<file path="src/rtl/scroll_msg_pkg.sv">
// Shared character codes, segment patterns and reset message for scroll_msg_display.
package scroll_msg_pkg;

  localparam logic [2:0] CH_H     = 3'b000;
  localparam logic [2:0] CH_E     = 3'b001;
  localparam logic [2:0] CH_L     = 3'b010;
  localparam logic [2:0] CH_O     = 3'b011;
  localparam logic [2:0] CH_BLANK = 3'b100;

  localparam logic [6:0] SEG_OFF = 7'h7F;

  localparam int unsigned RstMsgLen = 5;
  localparam logic [0:RstMsgLen-1][2:0] RST_MSG = {CH_H, CH_E, CH_L, CH_L, CH_O};

  function automatic logic [2:0] rst_char(input int slot);
    logic [2:0] c;
    c = CH_BLANK;
    if (slot >= 0 && slot < RstMsgLen) c = RST_MSG[slot];
    return c;
  endfunction

  // Active-low segments, bit0 = a ... bit6 = g.
  function automatic logic [6:0] seg_of(input logic [2:0] code);
    logic [6:0] s;
    s = SEG_OFF;
    if (!code[2]) begin
      unique case (code[1:0])
        2'b00:   s = 7'b0001001;
        2'b01:   s = 7'b0000110;
        2'b10:   s = 7'b1000111;
        default: s = 7'b1000000;
      endcase
    end
    return s;
  endfunction

endpackage

</file>
<file path="src/rtl/scroll_msg_display_dec.sv">
// Combinational character-code to active-low 7-segment decoder (1xx = blank).
module msg_seg_dec
  import scroll_msg_pkg::*;
(
  input  logic [2:0] code_i,
  output logic [6:0] seg_o
);

  always_comb begin
    seg_o = seg_of(code_i);
  end

endmodule

</file>
<file path="src/rtl/scroll_msg_display.sv">
// Scrolling message display over NUM_DIGITS 7-segment digits.
// Optional blink blanking enabled by defining SCROLL_MSG_BLINK_EN.
module scroll_msg_display
  import scroll_msg_pkg::*;
#(
  parameter int unsigned NUM_DIGITS = 8,
  parameter int unsigned MSG_LEN    = 8,
  parameter int unsigned TICK_DIV   = 25000000,
  parameter int unsigned IDX_W      = $clog2(MSG_LEN)
) (
  input  logic                    clk,
  input  logic                    rst,
  input  logic                    run,
  input  logic                    dir,
  input  logic                    step,
  input  logic                    load_valid,
  input  logic [IDX_W-1:0]        load_idx,
  input  logic [2:0]              load_char,
`ifdef SCROLL_MSG_BLINK_EN
  input  logic                    blink,
`endif
  output logic [7*NUM_DIGITS-1:0] hex,
  output logic [IDX_W-1:0]        offset,
  output logic                    tick
);

  localparam int unsigned CntW = $clog2(TICK_DIV);
  localparam logic [CntW-1:0] CntMax = CntW'(TICK_DIV - 1);

  // Window decoded from the reset buffer at offset 0.
  function automatic logic [7*NUM_DIGITS-1:0] rst_hex();
    logic [7*NUM_DIGITS-1:0] r;
    r = '0;
    for (int k = 0; k < int'(NUM_DIGITS); k++) begin
      r[7*k +: 7] = seg_of(rst_char((int'(NUM_DIGITS) - 1 - k) % int'(MSG_LEN)));
    end
    return r;
  endfunction

  logic [CntW-1:0]               cnt_q, cnt_d;
  logic [IDX_W-1:0]              offset_q, offset_d;
  logic [MSG_LEN-1:0][2:0]       msg_q;
  logic                          tick_q;
  logic [7*NUM_DIGITS-1:0]       hex_q, hex_d, seg_win;
  logic                          auto_step, step_now;
  logic                          blank_now;

  always_comb begin
    auto_step = run && (cnt_q == CntMax);
    step_now  = step || auto_step;
    cnt_d     = '0;
    if (run && !auto_step) cnt_d = cnt_q + 1'b1;
    offset_d  = offset_q;
    if (step_now) offset_d = dir ? offset_q - 1'b1 : offset_q + 1'b1;
  end

  for (genvar k = 0; k < NUM_DIGITS; k++) begin : g_dig
    localparam logic [IDX_W-1:0] Shift = IDX_W'(NUM_DIGITS - 1 - k);
    logic [IDX_W-1:0] slot;
    assign slot = offset_q + Shift;
    msg_seg_dec u_dec (
      .code_i (msg_q[slot]),
      .seg_o  (seg_win[7*k +: 7])
    );
  end

`ifdef SCROLL_MSG_BLINK_EN
  logic phase_q;

  always_ff @(posedge clk or posedge rst) begin
    if (rst) phase_q <= 1'b0;
    else if (step_now) phase_q <= ~phase_q;
  end

  assign blank_now = blink && phase_q;
`else
  assign blank_now = 1'b0;
`endif

  always_comb begin
    hex_d = blank_now ? {NUM_DIGITS{SEG_OFF}} : seg_win;
  end

  always_ff @(posedge clk or posedge rst) begin
    if (rst) begin
      cnt_q    <= '0;
      offset_q <= '0;
      tick_q   <= 1'b0;
      hex_q    <= rst_hex();
      for (int i = 0; i < int'(MSG_LEN); i++) msg_q[i] <= rst_char(i);
    end else begin
      cnt_q    <= cnt_d;
      offset_q <= offset_d;
      tick_q   <= step_now;
      hex_q    <= hex_d;
      if (load_valid) msg_q[load_idx] <= load_char;
    end
  end

  assign hex    = hex_q;
  assign offset = offset_q;
  assign tick   = tick_q;

endmodule

</file>
<file path="config.mk">
export PLATFORM = sky130hd
export DESIGN_NAME = scroll_msg_display
export DESIGN_NICKNAME = d
export VERILOG_FILES = /design/src/rtl/scroll_msg_pkg.sv /design/src/rtl/scroll_msg_display_dec.sv /design/src/rtl/scroll_msg_display.sv
export SDC_FILE = /design/constraint.sdc
export NUM_CORES = 1
export LEC_CHECK = 0
export BUFFER_PORTS_ARGS = -buffer_cell sky130_fd_sc_hd__buf_4
export CORE_MARGIN = 2
export CORE_UTILIZATION = 50
export DETAILED_ROUTE_END_ITERATION = 10
export GPL_TIMING_DRIVEN = 0
export PLACE_DENSITY = 0.75
export SYNTH_ARGS = -nofsm -noshare
export SYNTH_HDL_FRONTEND = slang
export SYNTH_SLANG_ARGS = --single-unit
</file>
<file path="constraint.sdc">
create_clock -name clk -period 3.3 [get_ports clk]
set_input_delay 0.165 -clock clk [delete_from_list [all_inputs] [get_ports clk]]
set_output_delay 0.165 -clock clk [all_outputs]
set_load 0.005 [all_outputs]
</file>
## Yosys cells after proc, flatten, opt, wreduce, memory -nomap -nowiden

Cells that the tools add are included.

- Input port bits: 12
- Output and inout port bits: 60
- Word-level logic and storage cells: 98
- Register bits after elaboration: 109

- $add $sub $neg: 9
- Order comparisons: 10
- Reductions and logical operators: 13
- Multiplexer cells: 37
- Eq/ne operators: 17

Operators with widths:

| operator | number |
|---|---|
| $pmux 7 s3 | 8 |
| $bmux 3 s3 | 8 |
| $mux 7 | 8 |
| $lt 3x4->1 const B | 9 |
| $mux 3 | 10 |
| $add 25x1->25 const B | 1 |
| $eq 25x25->1 const B | 1 |
| $mux 25 | 1 |
| $bwmux 24 | 1 |
| $eq 2x1->1 const B | 8 |
| $eq 2x2->1 const B | 8 |
| $logic_not 2->1 | 8 |
| $add 3x3->3 const B | 4 |
| $demux 3 s3 | 1 |
| $add 3x2->3 const B | 2 |
| $add 3x1->3 const B | 1 |
| $ge 3x1->1 const B | 1 |
| $logic_and 1x1->1 | 3 |
| $sub 3x1->3 const B | 1 |
| $logic_not 1->1 | 1 |
| $logic_or 1x1->1 | 1 |

## Depth between registers and ports, before layout

- Depth in word-level cells: 6
- Mapped depth: 10
- Depth with buffers taken out: 7

## By module

Synthesis repeated with hierarchy kept, for this count alone.

- Cells, all modules: 465
- Area, all modules: 5,549.1 um^2

Modules (own cells, without submodules):

| module | cells an instance | area each (um^2) | seq. area each (um^2) | times used |
|---|---|---|---|---|
| scroll_msg_display | 369 | 4,808.4 | 2,780.2 | 1 |
| msg_seg_dec | 12 | 92.6 | 0.0 | 8 |

## Worst setup path after synthesis

Ideal clock, no wire load.

- Kind: register -> register
- Start point: register offset_q[1] (netlist: offset[1])
- End point: register hex_q[6] (netlist: hex[6])
- Cell stages (with the launch flop): 10
- Data arrival time: 2.762 ns
- Path buffers: 3
- Required time: 3.212 ns
- Path slack: 0.450 ns
- Clock period less this slack: 2.850 ns
- Setup time: 0.088 ns
- Cell sequence: dfrtp_1 -> buf_2 -> buf_2 -> inv_1 -> ha_1 -> clkbuf_1 -> mux4_2 -> mux2_2 -> ha_1 -> or3_1

- Longest elaborated chain between the ends: 6
- Elaborated cells between the ends (all ways): 8
- Those cells by class: 1 x add/sub; 2 x eq/ne; 4 x mux; 1 x reduce/logical

RTL lines:

| item | line | RTL |
|---|---|---|
| from (decl) | scroll_msg_display.sv:41 | `logic [IDX_W-1:0] offset_q, offset_d;` |
| from (signal assigned) | scroll_msg_display.sv:93 | `offset_q <= offset_d;` |
| $add 3x3->3 (*) | scroll_msg_display.sv:60 | `assign slot = offset_q + Shift;` |
| $bmux 3 s3 (*) | scroll_msg_display.sv:62 | `.code_i (msg_q[slot]),` |
| $mux 3 (implied by the code) (*) | scroll_msg_display.sv:62 |  |
| $eq 2x2->1 (tied with other cells) | scroll_msg_pkg.sv:27 | `unique case (code[1:0])` |
| $pmux 7 s3 | scroll_msg_pkg.sv:27 |  |
| $mux 7 (*) | scroll_msg_pkg.sv:26 | `if (!code[2]) begin` |
| net g_dig[0].u_dec.seg_o[6] | scroll_msg_display_dec.sv:6 | `output logic [6:0] seg_o` |
| to (signal assigned) | scroll_msg_display.sv:89 | `hex_q <= rst_hex();` |
| to (decl) | scroll_msg_display.sv:44 | `logic [7*NUM_DIGITS-1:0] hex_q, hex_d, seg_win;` |

The timed path passes the listed nets; every way through them passes the cells marked *. The select of a mux whose other input is x is not followed.
A chain may end at the register's enable or synchronous reset.

## Worst setup path after layout

- Start point: register offset_q[1] (netlist: offset[1])
- End point: register hex_q[6] (netlist: hex[6])

- Elaborated cells between the ends (all ways): 8
- Those cells by class: 1 x add/sub; 2 x eq/ne; 4 x mux; 1 x reduce/logical

RTL lines:

| item | line | RTL |
|---|---|---|
| $add 3x3->3 | scroll_msg_display.sv:60 |  |
| $bmux 3 s3 | scroll_msg_display.sv:62 |  |
| $mux 3 (implied by the code) | scroll_msg_display.sv:62 |  |
| net g_dig[0].u_dec.code_i[2] | scroll_msg_display_dec.sv:5 | `input logic [2:0] code_i,` |
| $mux 7 | scroll_msg_pkg.sv:26 |  |
| net g_dig[0].u_dec.seg_o[6] | scroll_msg_display_dec.sv:6 |  |

The timed path passes the listed nets, and every way through them passes these cells. The select of a mux whose other input is x is not followed.

==> flow_summary.json <==
{
  "most-common-layout-cells": "buf_4 (89), dfrtp_1 (60), dfstp_2 (33), mux2_2 (27), nand2_1 (24)",
  "die_area_um2": 10900,
  "antenna_found_initial": 0,
  "period_share_pct": 92.8,
  "ir_drop_uv": 370,
  "cts_buffer_depth": 2,
  "drc_errors": 0,
  "critPathCaptureType": "flop",
  "firstDrtPassIters": 4,
  "cts.repair.resized": 0,
  "routedWlPerCell_um": 15.2,
  "core_um2": 9770,
  "setup_viol": 0,
  "synthesis.nets": 430,
  "grtUsageTotal_pct": 18.7,
  "synth-edff-count": 0,
  "clock_skew_ps": 13.0,
  "cts_tree": "built",
  "final_common_cell": "buf_4",
  "rsz0062_at_grt": "false",
  "grt_pass1_vias": 3275,
  "postCtsSetupRepairBufs": 0,
  "dr.first_iter.drc_count": 167,
  "yosysSeqAreaShare_pct": 47.2,
  "io_pins": 72,
  "ys_warn_count": 0,
  "die_x_um": 104,
  "routed_wl_um": 9430,
  "rows": 36,
  "synthToLayoutAreaGrowth_pct": 18.5,
  "netlist_instances": 399,
  "syn-cell-area_um2": 5020,
  "combPwrFrac_pct": 54.1,
  "period_needed_ps": 3060,
  "intPower_uw": 3640,
  "numPortBuffers": 71,
  "design_area_um2": 5950,
  "clock_latency_ps": 370,
  "grt-ovfl-total": 0,
  "worstMarginPinSlew_ps": 608,
  "finalHoldViolCount": 0,
  "sw_frac_of_total_pct": 34.7,
  "max_cap_violations": 0,
  "clk_pin_slew_ps": 90,
  "cp.required_ps": 3590,
  "ff2ff_path_depth": 8,
  "p_seq_share_pct": 32.6,
  "num-fill-cells": 779,
  "max_freq_mhz": 326,
  "num-nets-final": 513,
  "slew_violations": 0,
  "p_leak_uw": 0.00268,
  "status": "finished clean",
  "gp_congestion": 0.833,
  "postSynth.asyncResetShare_pct": 100,
  "ant_nets": 0,
  "cp.arrival_ps": 3360,
  "diodes": 0,
  "grt_max_degree": 54,
  "synth_flop_cell": "dfrtp_1",
  "cts.sinks": 93,
  "p_sw_uw": 1940,
  "cts_made_buffers": 9,
  "drive_gt1_share_pct": 43.5,
  "power_uw": 5580,
  "crit_path_max_fanout": 13,
  "maxSlewHeadroom_pct": 59.1,
  "power.density_nw_per_um2": 937,
  "cts_max_level": 3,
  "syn_area_per_cell_um2": 12.6,
  "synth-seq-cells": 93,
  "clock-root-buffer": "clkbuf_8",
  "dieHeight_um": 104,
  "initial_core_util_pct": 51.4,
  "grt_pass1_wl_um": 16200,
  "hold_path_class": "in -> reg",
  "viasPerCell": 5.35,
  "dpl-instance-area_um2": 5750,
  "clkPwrFrac_pct": 13.3,
  "cp-start-kind": "flop",
  "dp_hpwl_um": 7270,
  "num_vias": 3314,
  "synth_cell_types": 46,
  "hold_path_depth": 2,
  "setup.worst_path.class": "reg -> reg"
}
-- layer usage --
metal	global-route usage, %	wire length [um]
met4	7.24	217
met1	25.4	4280
met5	0	0
met3	4.39	470
met2	29.5	4460
-- metrics by stage --
stage               utilization (%)  setup TNS, ps  setup WS, ps  std cells  hold WS [ps]
CTS                            60.9              0           194        620          77.3
detailed placement             58.8          -11.8         -11.8        604           240
global placement               58.5          -8740          -151        603           452
floorplan                         -              0           450        399           294
global route                   60.9              0          28.6        620          87.1
finish                         60.9              0           237        620          87.7
-- final timing paths --
check,start,slack [ps],end
setup / recovery,offset[1],240,hex[6]
hold / removal,run,90,cnt_q[4]
setup reg to reg,offset[1],240,hex[6]
hold reg to reg,cnt_q[0],480,cnt_q[0]
max in group asynchronous,rst,2240,msg_q[23]
min in group asynchronous,rst,390,hex[51]
-- cell usage after synthesis (4+ instances only) --
cell / instances / area share [%]
dfrtp_1: 60 / 30
o31ai_1: 6 / 0.90
nand4_1: 5 / 0.62
nand2b_1: 20 / 2.5
buf_2: 6 / 0.60
nand3_1: 8 / 0.80
or3_1: 9 / 1.1
xnor2_1: 7 / 1.2
nor3_1: 4 / 0.40
xor2_1: 7 / 1.2
mux2i_1: 19 / 3.8
inv_1: 19 / 1.4
nor2_1: 14 / 1.0
nand4b_1: 5 / 0.87
mux2_2: 27 / 6.1
mux4_2: 22 / 9.9
ha_1: 19 / 4.7
or4_1: 7 / 1.0
dfstp_2: 33 / 17
buf_4: 18 / 2.7
inv_2: 5 / 0.37
nand2_1: 24 / 1.8
and4_1: 4 / 0.70
a21oi_1: 11 / 1.1
o21ai_0: 5 / 0.50
-- logic make-up after synthesis --
| kind of cell | Yosys count | synth area share (%) |
|---|---|---|
| AND/OR/NAND/NOR | 118 | 13.7 |
| flip-flops | 93 | 47.2 |
| multiplexers | 72 | 21.3 |
| buffers and inverters | 53 | 5.91 |
| AO/OA/AOI/OAI | 27 | 3.74 |
| adder cells (fa/ha/maj) | 19 | 4.73 |
| XOR/XNOR | 17 | 3.41 |
-- layout make-up --
cell class / count / area [um2] / area share [%]
Timing Repair Buffer: 73 / 571 / 9.59
Clock buffer: 11 / 141 / 2.38
Tap cell: 133 / 166 / 2.80
Clock inverter: 5 / 50.0 / 0.841
Multi-Input combinational cell: 253 / 2360 / 39.6
Buffer: 28 / 203 / 3.41
Inverter: 24 / 92.6 / 1.56
Sequential cell: 93 / 2370 / 39.8
-- what timing repair did --
item,CTS,global route
endpoints found under the setup margin,1,0
hold buffers,1,0
endpoints found under the hold margin,15,0
-- power groups by stage --
stage	Clock, uW	Combinational [uW]	Sequential (uW)
floorplan	0	2090	1830
global placement	0	2980	1820
detailed placement	0	3080	1840
CTS	760	3080	1820
global route	799	3400	1870
finish	742	3020	1820
-- flip-flops by register name, indices dropped and copies added (netlist names) --
signal,cells
cnt_q,25
offset,3
msg_q,24
hex,40
tick,1
-- critical path: stages (launching register included) --
cell     delay, ps
dfrtp_1        400
buf_2          220
buf_2          290
inv_1          100
ha_1           650
mux4_2         610
mux2i_1        340
inv_2           60
or3_1          320
Note: power is estimated with default switching activity, not from simulation.
